**src/rtl/fetch_queue.sv**
```systemverilog
// Instruction fetch stage: generates the PC, issues word reads to instruction memory and
// buffers returned instructions with their PCs in a DEPTH-entry FIFO drained by decode.
module fetch_queue #(
  parameter int unsigned           ADDR_WIDTH = 32,
  parameter int unsigned           DATA_WIDTH = 32,
  parameter logic [ADDR_WIDTH-1:0] RESET_PC   = 32'h80020000,
  parameter int unsigned           DEPTH      = 4
) (
  input  logic                     clk,
  input  logic                     rst,
  input  logic                     srec_parse,
  input  logic                     redirect_valid_in,
  input  logic [ADDR_WIDTH-1:0]    redirect_pc_in,
  input  logic [DATA_WIDTH-1:0]    mem_data_in,
  output logic                     mem_req_out,
  output logic [ADDR_WIDTH-1:0]    mem_addr_out,
  output logic                     mem_rw_out,
  output logic [1:0]               mem_access_size_out,
  input  logic                     insn_ready_in,
  output logic                     insn_valid_out,
  output logic [DATA_WIDTH-1:0]    insn_out,
  output logic [ADDR_WIDTH-1:0]    insn_pc_out,
  output logic [$clog2(DEPTH):0]   fifo_count_out
);

  localparam int unsigned PW = $clog2(DEPTH);
  localparam int unsigned CW = PW + 1;

  typedef enum logic {LOAD, RUN} state_t;

  state_t                state;
  logic [ADDR_WIDTH-1:0] pc;
  logic                  inflight;
  logic [ADDR_WIDTH-1:0] inflight_pc;
  logic [PW-1:0]         wr_ptr;
  logic [PW-1:0]         rd_ptr;
  logic [CW-1:0]         count;
  logic [DATA_WIDTH-1:0] data_q [DEPTH];
  logic [ADDR_WIDTH-1:0] pc_q   [DEPTH];

  logic                  run;
  logic                  flush;
  logic                  issue;
  logic                  push;
  logic                  pop;
  logic [CW:0]           credit_used;

  // srec_parse gates fetch combinationally so the hold takes effect in the cycle it rises.
  assign run         = (state == RUN) && !srec_parse;
  assign flush       = !run || redirect_valid_in;
  assign credit_used = {1'b0, count} + {{CW{1'b0}}, inflight};
  assign issue       = !rst && run && !redirect_valid_in && (credit_used < (CW+1)'(DEPTH));
  assign push        = inflight && !flush;
  assign pop         = (count != '0) && insn_ready_in && !flush;

  assign mem_req_out         = issue;
  assign mem_addr_out        = pc;
  assign mem_rw_out          = 1'b0;
  assign mem_access_size_out = 2'b10;
  assign insn_valid_out      = (count != '0);
  assign insn_out            = data_q[rd_ptr];
  assign insn_pc_out         = pc_q[rd_ptr];
  assign fifo_count_out      = count;

  always_ff @(posedge clk or posedge rst) begin
    if (rst) begin
      state       <= RUN;
      pc          <= RESET_PC;
      inflight    <= 1'b0;
      inflight_pc <= '0;
      wr_ptr      <= '0;
      rd_ptr      <= '0;
      count       <= '0;
      for (int unsigned i = 0; i < DEPTH; i++) begin
        data_q[i] <= '0;
        pc_q[i]   <= '0;
      end
    end else begin
      state    <= srec_parse ? LOAD : RUN;
      inflight <= issue;
      if (issue) begin
        inflight_pc <= pc;
      end

      if (!run) begin
        pc <= RESET_PC;
      end else if (redirect_valid_in) begin
        pc <= {redirect_pc_in[ADDR_WIDTH-1:2], 2'b00};
      end else if (issue) begin
        pc <= pc + ADDR_WIDTH'(4);
      end

      if (flush) begin
        wr_ptr <= '0;
        rd_ptr <= '0;
        count  <= '0;
      end else begin
        if (push) begin
          data_q[wr_ptr] <= mem_data_in;
          pc_q[wr_ptr]   <= inflight_pc;
          wr_ptr         <= wr_ptr + PW'(1);
        end
        if (pop) begin
          rd_ptr <= rd_ptr + PW'(1);
        end
        case ({push, pop})
          2'b10:   count <= count + CW'(1);
          2'b01:   count <= count - CW'(1);
          default: count <= count;
        endcase
      end
    end
  end

endmodule

```
**config.mk**
```make
export PLATFORM = sky130hd
export DESIGN_NAME = fetch_queue
export DESIGN_NICKNAME = d
export VERILOG_FILES = /design/src/rtl/fetch_queue.sv
export SDC_FILE = /design/constraint.sdc
export NUM_CORES = 1
export LEC_CHECK = 0
export BUFFER_PORTS_ARGS = -buffer_cell sky130_fd_sc_hd__buf_4
export CAP_MARGIN = 20
export CORE_UTILIZATION = 63
export CTS_CLUSTER_DIAMETER = 200
export DETAILED_ROUTE_END_ITERATION = 8
export PLACE_DENSITY = 0.92
export SLEW_MARGIN = 10
export SYNTH_ARGS = -nofsm -noshare
export SYNTH_HDL_FRONTEND = slang
export SYNTH_SLANG_ARGS = --single-unit
```
**constraint.sdc**
```tcl
create_clock -name clk -period 25.6 [get_ports clk]
set_input_delay 3.84 -clock clk [delete_from_list [all_inputs] [get_ports clk]]
set_output_delay 3.84 -clock clk [all_outputs]
set_load 0.01 [all_outputs]
```
Word-level counts from Yosys, hierarchy flattened
Cells that the tools add are included.

storage, ports and cells
  flip-flop bits (word level) = 329
  word-level logic and storage cells = 70

cells by class
  add/sub/neg operators = 6
  magnitude comparators = 4
  equality and inequality tests = 3
  multiplexer cells = 20
  bitwise logic cells = 3
  reduce and logical (&&, ||, !) cells = 19

operators with widths
  cell                                                      count
  bitwise mux 128 bit                                       2
  2-to-1 mux 32 bit                                         8
  binary-select mux 32 bit (select 2 bit)                   2
  demux 32 bit (select 2 bit)                               1
  adder 32 x 3 -> 32 bit, second input constant             1
  logical AND 1 bit                                         8
  2-to-1 mux 2 bit                                          4
  greater-or-equal comparator 3 bit, second input constant  2
  inverter 2 -> 3 bit                                       2
  one-hot mux 3 bit (2 select lines)                        1
  nonzero test 3 bit                                        2
  logical NOT 1 bit                                         5
  adder 2 x 1 -> 2 bit, second input constant               2
  adder 3 x 1 -> 4 bit                                      1
  < comparator 4 x 3 -> 1 bit, second input constant        1
  nonzero test 2 bit                                        2
  adder 3 x 1 -> 3 bit, second input constant               1
  < comparator 3 x 1 -> 1 bit, second input constant        1
  2-to-1 mux 3 bit                                          1
  != test 3 x 2 -> 1 bit, second input constant             1
  subtractor 3 x 1 -> 3 bit, second input constant          1
  equality test 2 x 1 -> 1 bit, second input constant       1
  equality test 2 bit, second input constant                1
  AND reduction 2 bit                                       1
  3 further kinds                                           3

Longest topological paths before layout
  depth after elaboration = 9
  mapped depth = 10
  gate-level depth less buffers = 8

Worst setup path before layout
No wires, ideal clock.

  path kind = in2out
  start point = input rst
  end point = output mem_req_out
  data arrival time = 4.797 ns
  slack = 16.963 ns
  stages = 4
  cells stage by stage = a311oi_2 -> nand2_1 -> clkbuf_1 -> inv_1

on the way
  longest elaborated chain between the ends = 4

RTL lines
  item                             RTL line  RTL
  start: declaration               10        input logic rst,
  logical NOT 1 bit (no line)      -
  logical AND 1 bit (3 in series)  52        assign issue = !rst && run && !redirect_valid_in && (credit_used < (CW+1)'(DEPTH));
  end: declaration                 15        output logic mem_req_out,

No other way between the ends.

Worst setup path after layout
  start point = input srec_parse
  end point = output mem_req_out

on the way
  longest elaborated chain between the ends = 5

RTL lines
  item                             RTL line  RTL
  start: declaration               11        input logic srec_parse,
  logical NOT 1 bit                49        assign run = (state == RUN) && !srec_parse;
  logical AND 1 bit                49
  logical AND 1 bit (3 in series)  52

No other way between the ends.

==> flow_metrics.py <==
metrics = {
    "status": {
        "status": "completed",
    },
    "timing": {
        "fmax_mhz": 108,
        "finalCritPeriodShare_pct": 36.2,
        "setup_ws_ns": 16.34,
        "rsz0062_at_grt": "false",
        "hold_viol": 0,
        "timing.slew.headroom_pct": 33.8,
        "skew_ns": 0.0129,
        "setup-violations-final": 0,
        "setup_tns_ns": 0,
        "period_needed_ns": 9.26,
        "worst_slew_pin_slew_ns": 0.993,
        "slew_viol_final": 0,
        "holdWs_ns": 0.498,
    },
    "synthesis": {
        "synth-edff-count": 0,
        "yosys.area.top_type": "dfrtp_1",
        "synth_cells": 920,
        "syn_area_um2": 14000,
        "seq_area_frac_synth_pct": 56.7,
        "synth_warnings": 0,
        "synth.avg_cell_area_um2": 15.2,
        "ys_types": 46,
        "synth_common_cells": "dfrtp_1, mux2_2, mux4_2",
        "synth_seq_cells": 317,
        "synth_flop_cell": "dfrtp_1",
        "netlist.area_leader.share_pct": 56.1,
        "synth.area.top_cells": "dfrtp_1, mux2_2, mux4_2",
        "synth-async-reset-ratio_pct": 100,
        "synth_most_common_cell": "dfrtp_1",
    },
    "global_routing": {
        "grt_max_degree": 184,
        "grt_use_met3_pct": 5.36,
        "gr-total-overflow": 0,
        "use_met2_pct": 46.4,
        "grt_pass1_vias": 8944,
        "antenna_found_initial": 0,
        "grt_util_all_layers_pct": 27.9,
        "busiest_layer": "met2",
        "grt_pass1_wl_um": 48500,
        "use_met1_pct": 37.7,
    },
    "finish": {
        "layout-drive-gt1-share_pct": 53.2,
        "ff_latch_area_um2": 7940,
        "multiInputGateArea_um2": 5830,
        "n_fill_cell": 1218,
        "final_cell_area_um2": 16700,
        "finalNetCount": 1148,
        "num_antenna_cells": 0,
        "area_growth_pct": 19.2,
    },
    "detailed_routing": {
        "firstDrtPassIters": 8,
        "drt_iter0_markers": 482,
        "final_antenna_net_count": 0,
        "wl_per_cell_um": 22.5,
        "via_count": 8555,
        "routed_via_density": 6.21,
        "routed_wl_um": 31000,
        "remaining_drc_errors": 0,
    },
    "hold_path": {
        "hp-class": "flip-flop to flip-flop",
        "whs_path_depth": 1,
    },
    "die": {
        "rows": 54,
        "die_width_um": 151,
        "start_util_pct": 64.2,
        "dieArea_um2": 22800,
        "io-pin-count": 173,
        "coreArea_um2": 21800,
        "die_h_um": 151,
    },
    "clocking": {
        "cts.htree.levels": 2,
        "clk_latency_ns": 0.51,
        "cts_tree": "built",
        "numCtsBuffers": 34,
        "clockBufferDepth": 3,
        "cts-resized-gates": 0,
        "clk_pin_slew_ns": 0.06,
        "cts_root_buf": "clkbuf_16",
        "post-cts-setup-buffer-count": 0,
        "holdBufCountCts": 0,
        "cts_sinks": 317,
    },
    "worst_setup_path": {
        "crit_arrival_ns": 5.42,
        "rr_worst_depth": 5,
        "critical_path_required_ns": 21.76,
        "critPathLaunchType": "input pin",
        "critical_path_class": "input pin to output port",
        "endpoint_kind": "output port",
        "crit_fanout": 6,
        "r2r_slack_ns": 22.51,
    },
    "power_and_ir_drop": {
        "clkPwrFrac_pct": 45.7,
        "finalPower_mw": 1.12,
        "power_leakage_nw": 8.16,
        "p_int_uw": 874,
        "switching_share_pct": 22.3,
        "p_sw_uw": 250,
        "seqPwrFrac_pct": 47.3,
        "pwr_density_cell_nw_per_um2": 67.4,
        "pwr-share-comb_pct": 7.0,
        "ir_drop_mv": 0.0553,
    },
    "placed_design": {
        "place_congestion": 0.787,
        "place.detailed.hpwl_um": 18100,
        "port_buffers": 163,
        "place_ws_ns": 16.37,
        "placed_area_um2": 15500,
    },
    "job": {
        "drv_cap": 0,
    },
}
## cells by family (layout without fill, tap and decap cells)
family / after synthesis / count (layout) / share of synthesized area [%]
and+or+nand+nor: 93 / 93 / 3.72
xor gates and xnor gates: 30 / 30 / 1.88
muxes: 344 / 344 / 32.6
other: 2 / 7 / 0.0536
AOI/OAI and AO/OA: 56 / 56 / 2.26
adders and majority gates: 6 / 6 / 0.590
buffers and inverters: 72 / 245 / 2.21
DFF: 317 / 317 / 56.7
## cells in the final DEF (no fill, tap or decap), drive strengths merged, types with 2 or more instances in the layout
master,synthesis,layout
clkbuf,42,48
ha,5,5
buf,19,173
or3,5,5
mux2i,4,4
dfstp,3,3
nor2,18,18
and3,3,3
a31oi,2,2
o31a,3,3
mux4,62,62
mux2,278,278
clkinv,1,5
nand2,11,11
bufinv,0,4
dfrtp,314,314
a21oi,20,20
nor3,9,9
inv,10,11
nor4,5,5
xnor2,17,17
and4,5,5
nand3,21,21
clkinvlp,0,4
o21ai,26,26
conb,2,7
xor2,13,13
nand4,10,10
## critical path, stage by stage
cell	delay (ns)
buf_4	0.12
inv_1	0.06
nand2_1	0.17
nor2_1	0.77
nand2_1	0.18
inv_1	0.15
buf_4	0.13
## path summary, 6_finish.rpt
| check | start | end |
|---|---|---|
| setup / recovery | srec_parse | mem_req_out |
| hold / removal | data_q[49]$_DFFE_PP0P_ | data_q[49]$_DFFE_PP0P_ |
| setup reg to reg | state$_DFF_PP1_ | data_q[20]$_DFFE_PP0P_ |
| hold reg to reg | data_q[49]$_DFFE_PP0P_ | data_q[49]$_DFFE_PP0P_ |
| max in group asynchronous | rst | rd_ptr[0]$_DFFE_PP0P_ |
| min in group asynchronous | rst | mem_addr_out[11]$_DFFE_PP0P_ |
## registers in the layout, summed over array words and instances, names as in the netlist
register        flops
inflight_pc        30
fifo_count_out      3
mem_addr_out       30
inflight            1
wr_ptr              2
rd_ptr              2
state               1
pc_q              120
data_q            128
## stage by stage
step / std cells / util (%)
3_3_place_gp: 1315 / 70.9
4_1_cts: 1376 / 76.3
6_report: 1378 / 76.5
3_5_place_dp: 1315 / 70.9
5_1_grt: 1378 / 76.5
2_1_floorplan: 925 / -
## layer usage
layer / vias up / part of all wire [%] / wire length [um]
met5: - / 0 / 0
met4: 0 / 1.6 / 506
met3: 47 / 6.4 / 2000
met2: 298 / 50 / 15600
met1: 4514 / 42 / 12900
li1: 3696 / - / -
## final cells by class
| type | instances | share of cell area, % |
|---|---|---|
| repair buffers | 173 | 8.01 |
| well taps | 280 | 2.10 |
| flip-flops and latches | 317 | 47.6 |
| clock buffers | 48 | 6.04 |
| clock inverters | 13 | 1.07 |
| multi-input cells | 536 | 34.9 |
| inverters | 11 | 0.292 |
## power groups by stage
stage / registers, mW / logic [mW] / clock network, mW
detailed placement: 0.540 / 0.0785 / 0
global route: 0.534 / 0.0858 / 0.539
global placement: 0.538 / 0.0761 / 0
finish: 0.532 / 0.0790 / 0.514
floorplan: 0.536 / 0.0434 / 0
CTS: 0.531 / 0.0799 / 0.520
Note: power is estimated with default switching activity, not from simulation.
